## src/rtl/serial_add_sub.sv

```systemverilog
// rtl/serial_add_sub.sv - bit-serial WIDTH-bit adder/subtractor, LSB first
//
// One full-adder/full-subtractor slice is reused for WIDTH cycles. The
// operand shadow registers shift right so the slice always sees bit 0.
// The result shifts in from the top, so after WIDTH steps it is aligned.
// Release of rst_n is assumed to be synchronised upstream.
module serial_add_sub #(
  parameter int WIDTH = 8
) (
  input  logic             clk,
  input  logic             rst_n,
  input  logic             start,
  input  logic             mode,
  input  logic [WIDTH-1:0] a,
  input  logic [WIDTH-1:0] b,
  output logic             busy,
  output logic             done,
  output logic [WIDTH-1:0] result,
  output logic             cb,
  output logic             ov
);

  localparam int IW = $clog2(WIDTH) + 1;
  localparam logic [IW-1:0] LAST_IDX = IW'(WIDTH - 1);

  typedef enum logic [1:0] {
    S_IDLE = 2'd0,
    S_RUN  = 2'd1,
    S_DONE = 2'd2
  } state_t;

  state_t           state_q;
  logic [WIDTH-1:0] a_q;
  logic [WIDTH-1:0] b_q;
  logic             mode_q;
  logic             c_q;
  logic [IW-1:0]    idx_q;
  logic [WIDTH-1:0] result_q;
  logic             cb_q;
  logic             ov_q;
  logic             busy_q;
  logic             done_q;

  logic             sum_d;
  logic             carry_d;
  logic             ov_d;

  // Single slice: sum/difference bit, next carry/borrow, and the overflow
  // flag that is only captured on the MSB step (a_q[0]/b_q[0] are then the
  // original operand MSBs and sum_d is the result MSB).
  always_comb begin
    sum_d   = a_q[0] ^ b_q[0] ^ c_q;
    carry_d = 1'b0;
    ov_d    = 1'b0;
    if (mode_q) begin
      carry_d = (~a_q[0] & b_q[0]) | (c_q & ~(a_q[0] ^ b_q[0]));
      ov_d    = (a_q[0] != b_q[0]) & (sum_d != a_q[0]);
    end else begin
      carry_d = (a_q[0] & b_q[0]) | (c_q & (a_q[0] ^ b_q[0]));
      ov_d    = (a_q[0] == b_q[0]) & (sum_d != a_q[0]);
    end
  end

  // Control FSM with registered outputs; operands latch only in IDLE/DONE.
  always_ff @(posedge clk or negedge rst_n) begin
    if (!rst_n) begin
      state_q  <= S_IDLE;
      a_q      <= '0;
      b_q      <= '0;
      mode_q   <= 1'b0;
      c_q      <= 1'b0;
      idx_q    <= '0;
      result_q <= '0;
      cb_q     <= 1'b0;
      ov_q     <= 1'b0;
      busy_q   <= 1'b0;
      done_q   <= 1'b0;
    end else begin
      case (state_q)
        S_IDLE, S_DONE: begin
          done_q <= 1'b0;
          if (start) begin
            a_q     <= a;
            b_q     <= b;
            mode_q  <= mode;
            c_q     <= 1'b0;
            idx_q   <= '0;
            busy_q  <= 1'b1;
            state_q <= S_RUN;
          end else begin
            state_q <= S_IDLE;
          end
        end
        S_RUN: begin
          result_q <= {sum_d, result_q[WIDTH-1:1]};
          a_q      <= a_q >> 1;
          b_q      <= b_q >> 1;
          c_q      <= carry_d;
          idx_q    <= idx_q + 1'b1;
          if (idx_q == LAST_IDX) begin
            cb_q    <= carry_d;
            ov_q    <= ov_d;
            busy_q  <= 1'b0;
            done_q  <= 1'b1;
            state_q <= S_DONE;
          end
        end
        default: begin
          busy_q  <= 1'b0;
          done_q  <= 1'b0;
          state_q <= S_IDLE;
        end
      endcase
    end
  end

  assign busy   = busy_q;
  assign done   = done_q;
  assign result = result_q;
  assign cb     = cb_q;
  assign ov     = ov_q;

endmodule
```

## config.mk

```make
export PLATFORM = sky130hd
export DESIGN_NAME = serial_add_sub
export DESIGN_NICKNAME = d
export VERILOG_FILES = /design/src/rtl/serial_add_sub.sv
export SDC_FILE = /design/constraint.sdc
export NUM_CORES = 1
export LEC_CHECK = 0
export CORE_ASPECT_RATIO = 1.1
export CORE_MARGIN = 2
export CORE_UTILIZATION = 50
export CTS_CLUSTER_DIAMETER = 120
export DETAILED_ROUTE_END_ITERATION = 10
export GPL_TIMING_DRIVEN = 0
export HOLD_SLACK_MARGIN = 0.06
export PLACE_DENSITY = 0.79
export SYNTH_ARGS = -nofsm -noshare
export SYNTH_HDL_FRONTEND = slang
export SYNTH_SLANG_ARGS = --single-unit
export TNS_END_PERCENT = 5
```

## constraint.sdc

```tcl
create_clock -name clk -period 2.2 [get_ports clk]
set_input_delay 0.33 -clock clk [delete_from_list [all_inputs] [get_ports clk]]
set_output_delay 0.33 -clock clk [all_outputs]
set_load 0.1 [all_outputs]
```

==> flow_metrics.py, run 1 <==
metrics = {
    "routing": {
        "drt_first_pass_iters": 4,
        "drt-initial-drc-count": 24,
        "drc_errors": 0,
        "routedWlPerCell_um": 14.4,
        "vias_per_cell": 5.56,
        "vias": 1100,
        "wl_um": 2860,
        "ant_nets": 0,
    },
    "clocking": {
        "cts_htree_levels": 2,
        "postCtsSetupBuffers": 0,
        "clk_latency_ns": 0.33,
        "cts_sinks": 35,
        "path_clk_slew_ns": 0.09,
        "clockBufferDepth": 2,
        "cts_made_buffers": 5,
        "cts_tree": "yes",
        "cts_root_buf": "clkbuf_4",
    },
    "timing": {
        "holdWs_ns": 0.0599,
        "drv_slew": 0,
        "setup_violations": 0,
        "rsz0062_at_grt": "false",
        "skew_ns": 0.00122,
        "slew_headroom": 0.344,
        "finalCritPeriodShare": 0.980,
        "finalSetupTns_ns": 0,
        "tightestPinTransition_ns": 0.982,
        "period_needed_ns": 2.16,
        "fmax_ghz": 0.464,
        "finalHoldViolCount": 0,
    },
    "place": {
        "dp_hpwl_um": 2080,
        "gp_congestion": 0.762,
        "port_buffers": 31,
    },
    "yosys": {
        "synth_seq_area_share": 0.568,
        "postSynthAreaPerCell_um2": 12.1,
        "synth_area_leader_cell": "dfrtp_1",
        "synthDistinctLibCells": 25,
        "yosysWarnings": 0,
        "synth_nets": 151,
        "synth_area_leaders": "dfrtp_1 57%, a22o_1 10%, a21o_1 6.8%, nand2_1 5.4%, mux2_2 2.9%",
        "synthesis.area_um2": 1540,
        "ys_ff_latch": 35,
        "synth_top_area_frac": 0.568,
        "synth_cells": 127,
    },
    "grt": {
        "use_met3": 0.0708,
        "grt_max_degree": 36,
        "top_usage_layer": "met2",
        "grt_use_met1": 0.220,
        "grt_overflow_total": 0,
        "first_global_vias": 1172,
        "grt_pass1_wl_um": 5140,
        "met2_usage": 0.306,
        "grt_usage": 0.187,
        "antenna_found_initial": 0,
    },
    "floorplanning": {
        "die_x_um": 57.0,
        "coreArea_um2": 3000,
        "io_pins": 32,
        "start_util": 0.515,
        "rows": 21,
        "dieHeight_um": 62.3,
        "dieArea_um2": 3550,
    },
    "finish": {
        "layout_common_cells": "35 x dfrtp_1, 22 x nand2_1, 19 x clkdlybuf4s50_1",
        "drive_above_1_share": 0.122,
        "insertedDiodeCount": 0,
        "fin_nets": 189,
        "syn2layout_area_growth_pct": 26.0,
        "fillers": 252,
        "layout_commonest_cell": "dfrtp_1",
        "regArea_um2": 876,
        "multi_input_area_um2": 617,
    },
    "worst_setup_path": {
        "crit_chain": "clkdlybuf4s50_1",
        "slowest_delay_ns": 1.13,
        "rr_worst_depth": 5,
        "arrival_ns": 1.83,
        "crit_required_ns": 1.87,
        "crit_type": "flop to output pin",
        "cp.depth": 1,
        "crit_path_start_kind": "flop",
        "endpoint_kind": "output pin",
        "cp_max_fo": 2,
        "cp.buffers_inverters": 1,
        "cp_slowest_cell": "clkdlybuf4s50_1",
        "crit_family": "buffers and inverters",
    },
    "flow_run": {
        "drv_cap": 0,
    },
    "min_path": {
        "holdCritPathClass": "input pin to asynchronous set/reset pin",
    },
    "status": {
        "outcome": "finished, final reports clean",
    },
}
## final timing paths
path | startpoint | end | slack [ns]
worst max-delay path | ov | ov | 0.04
worst min-delay path | rst_n | result[4] | 0.06
worst max register to register | a_q[0] | ov | 0.53
worst min register to register | b_q[3] | b_q[3] | 0.49
max in group asynchronous | rst_n | result[2] | 1.65
min in group clk | b_q[3] | b_q[3] | 0.49
## layout make-up
class	instances	area share
inverter	1	0.00193
multi-input combinational	84	0.317
sequential	35	0.450
timing repair buffer	31	0.163
clock buffer	6	0.0212
tap	34	0.0219
buffer	7	0.0238
## routing by layer
layer	share of wire	wire length [um]
met3	0.070	201
met1	0.42	1190
met5	0	0
met4	0.012	34
met2	0.50	1430
## state kept, by name (all words and copies together), names as in the netlist, 4 cells and up
register and cells:
a_q 8, b_q 8, result 8, idx_q 4
## cells by family after synthesis
kind of cell	synth area share
muxes	0.0422
buffers and inverters	0.0324
DFF	0.568
adders and majority gates	0.0422
and+or+nand+nor	0.115
xor gates and xnor gates	0.0170
AOI/OAI and AO/OA	0.183
## worst register-to-register path, cell delays in order, from the launching register on
cell and delay (ns):
dfrtp_1 0.42, inv_1 0.11, fa_1 0.57, xor2_1 0.16
nor2_1 0.05, mux2_2 0.25
## Yosys cell counts
| library cell | count |
|---|---|
| a22o_1 | 18 |
| nor2_1 | 3 |
| and4b_1 | 1 |
| mux2i_1 | 2 |
| buf_6 | 1 |
| a21o_1 | 14 |
| mux2_2 | 4 |
| nor3_1 | 1 |
| nor2b_2 | 2 |
| inv_1 | 1 |
| nand2_1 | 22 |
| fa_1 | 2 |
| nor2b_1 | 1 |
| xor2_1 | 1 |
| nor2_4 | 1 |
| o21ai_0 | 2 |
| dfrtp_1 | 35 |
| nand3b_1 | 2 |
| nand2b_1 | 2 |
| a221o_1 | 1 |
| buf_2 | 4 |
| buf_4 | 2 |
| xnor2_1 | 2 |
| nand4_1 | 1 |
| ha_1 | 2 |
## through the flow
| stage | setup WS [ns] | instance area [um2] | instances | utilization |
|---|---|---|---|---|
| 6_report | 0.0449 | 1940 | 198 | 0.649 |
| 5_1_grt | 0.00595 | 1940 | 198 | 0.649 |
| 4_1_cts | 0.00603 | 1930 | 198 | 0.643 |
| 3_5_place_dp | 0.348 | 1890 | 192 | 0.631 |
| 3_3_place_gp | 0.108 | 1900 | 192 | 0.633 |
| 2_1_floorplan | 0.471 | 1540 | 127 | - |
## what timing repair did
| action | 4_1_cts | 5_1_grt |
|---|---|---|
| gates resized for setup | 4 | 7 |
| hold buffers | 0 | 0 |
| setup endpoints to repair | 4 | 7 |
| pin swaps | 0 | 0 |
| hold endpoints to repair | 0 | 0 |
Power of run 1 is left out: the tool's default activity adds up to more than one toggle a clock period on the data nets, which glitch-free logic cannot reach.
==> inputs of run 2 (changes only) <==
--- a/config.mk
+++ b/config.mk
@@ -7,12 +7,13 @@
 export LEC_CHECK = 0
 export CORE_ASPECT_RATIO = 1.1
 export CORE_MARGIN = 2
-export CORE_UTILIZATION = 50
+export CORE_UTILIZATION = 61
 export CTS_CLUSTER_DIAMETER = 120
 export DETAILED_ROUTE_END_ITERATION = 10
+export DONT_BUFFER_PORTS = 1
 export GPL_TIMING_DRIVEN = 0
 export HOLD_SLACK_MARGIN = 0.06
-export PLACE_DENSITY = 0.79
+export PLACE_DENSITY = 0.78
 export SYNTH_ARGS = -nofsm -noshare
 export SYNTH_HDL_FRONTEND = slang
 export SYNTH_SLANG_ARGS = --single-unit
==> run 2 against run 1 <==
Compared with the run above: clock skew increased by 0.014 ns; critical endpoint is now b_q[1]; highest routed layer unchanged; non-clock buffer count decreased by 29; cell count decreased by 16%; wire length decreased by 2.6%.
==> flow_metrics.py, run 2 (same netlist as run 1, synthesis figures left out) <==
metrics = {
    "worst_setup_path": {
        "slowest_delay_ns": 0.99,
        "crit_required_ns": 2.49,
        "endpoint_kind": "flop",
        "worstSetupEndpoint": "b_q[1]",
        "arrival_ns": 2.19,
        "rr_worst_depth": 5,
        "crit_path_start_kind": "flop",
        "r2r_start": "done",
        "crit_chain": "nor2b_2, buf_4, nor2_4, buf_6, a21o_1",
        "worstSetupStartpoint": "done",
        "crit_type": "flop to flop",
        "timing.rr.end": "b_q[1]",
        "cp_slowest_cell": "dfrtp_1",
        "rrSetupSlack_ns": 0.30,
        "cp_max_fo": 10,
    },
    "place": {
        "dp_hpwl_um": 1980,
        "port_buffers": 0,
        "gp_congestion": 0.690,
    },
    "flow_run": {
        "drv_cap": 0,
    },
    "floorplanning": {
        "die_x_um": 52.0,
        "coreArea_um2": 2450,
        "dieHeight_um": 56.7,
        "start_util": 0.630,
        "rows": 19,
        "io_pins": 32,
        "dieArea_um2": 2950,
    },
    "finish": {
        "layout_common_cells": "35 x dfrtp_1, 22 x nand2_1, 18 x a22o_1",
        "syn2layout_area_growth_pct": 9.08,
        "fin_nets": 160,
        "drive_above_1_share": 0.154,
        "insertedDiodeCount": 0,
        "fillers": 190,
        "layout_commonest_cell": "dfrtp_1",
    },
    "routing": {
        "routedWlPerCell_um": 16.7,
        "drt-initial-drc-count": 12,
        "ant_nets": 0,
        "drt_first_pass_iters": 4,
        "wl_um": 2790,
        "vias": 998,
        "vias_per_cell": 5.98,
        "drc_errors": 0,
    },
    "status": {
        "outcome": "finished, final reports clean",
    },
    "timing": {
        "drv_slew": 0,
        "finalHoldViolCount": 0,
        "finalSetupTns_ns": 0,
        "fmax_ghz": 0.527,
        "slew_headroom": 0.355,
        "skew_ns": 0.0152,
        "finalCritPeriodShare": 0.863,
        "tightestPinTransition_ns": 0.968,
        "period_needed_ns": 1.90,
        "rsz0062_at_grt": "false",
        "setup_violations": 0,
    },
    "grt": {
        "grt_overflow_total": 0,
        "first_global_vias": 1034,
        "antenna_found_initial": 0,
        "grt_max_degree": 36,
        "grt_usage": 0.221,
        "grt_pass1_wl_um": 4680,
    },
    "clocking": {
        "cts_tree": "yes",
        "clk_latency_ns": 0.34,
        "cts_sinks": 35,
        "postCtsSetupBuffers": 0,
        "ctsHoldBuffers": 2,
        "cts_htree_levels": 2,
        "cts_root_buf": "clkbuf_4",
        "cts_made_buffers": 5,
        "clockBufferDepth": 2,
        "path_clk_slew_ns": 0.11,
        "cts.repair.resized": 0,
    },
    "min_path": {
        "worstHoldStart": "b[7]",
        "holdCritPathClass": "input pin to flop",
    },
}
[run 2: worst min-delay path by stage]
| stage | to | slack, ns | cells after the start |
|---|---|---|---|
| final | b_q[7] | 0.11 | 1 |
| after global routing | b_q[7] | 0.11 | 1 |
| after CTS | b_q[7] | 0.11 | 1 |
| after detailed placement | result[0] | 0.04 | 0 |
| after global placement | busy | 0.04 | 0 |
| after floorplan | a_q[0] | 0.03 | 0 |
[run 2: layer usage]
metal  share of wire  GRT usage  vias to the layer above
met2            0.49      0.344                       38
met4           0.015      0.113                        0
met3           0.089     0.0798                        5
met1            0.41      0.267                      490
li1                -          -                      465
met5               0          0                        -
[run 2: area by class of cell]
cell class                      instances  area [um2]  share of cell area
Inverter                                1        3.75             0.00223
Clock buffer                            6        41.3              0.0245
Multi-Input combinational cell         84         617               0.367
Sequential cell                        35         876               0.520
Tap cell                               31        38.8              0.0230
Timing Repair Buffer                    2        30.0              0.0178
Buffer                                  7        46.3              0.0275
Clock inverter                          1        30.0              0.0178
[run 2: per-stage QoR]
stage	instances	instance area (um2)	hold WS (ns)	util	setup slack, ns
final	167	1680	0.115	0.687	0.301
after global routing	167	1680	0.105	0.687	0.224
after CTS	167	1680	0.111	0.687	0.272
after detailed placement	158	1580	0.0351	0.646	0.279
after global placement	158	1580	0.0351	0.646	0.341
after floorplan	127	1540	0.0344	-	0.471
[run 2: critical path: cells and delay by family (launching register included)]
| family | cells | cell delay [ns] |
|---|---|---|
| and+or+nand+nor | 2 | 0.34 |
| AOI/OAI and AO/OA | 1 | 0.13 |
| DFF | 1 | 0.99 |
| buffers and inverters | 2 | 0.39 |
Power of run 2 is left out for the same reason.
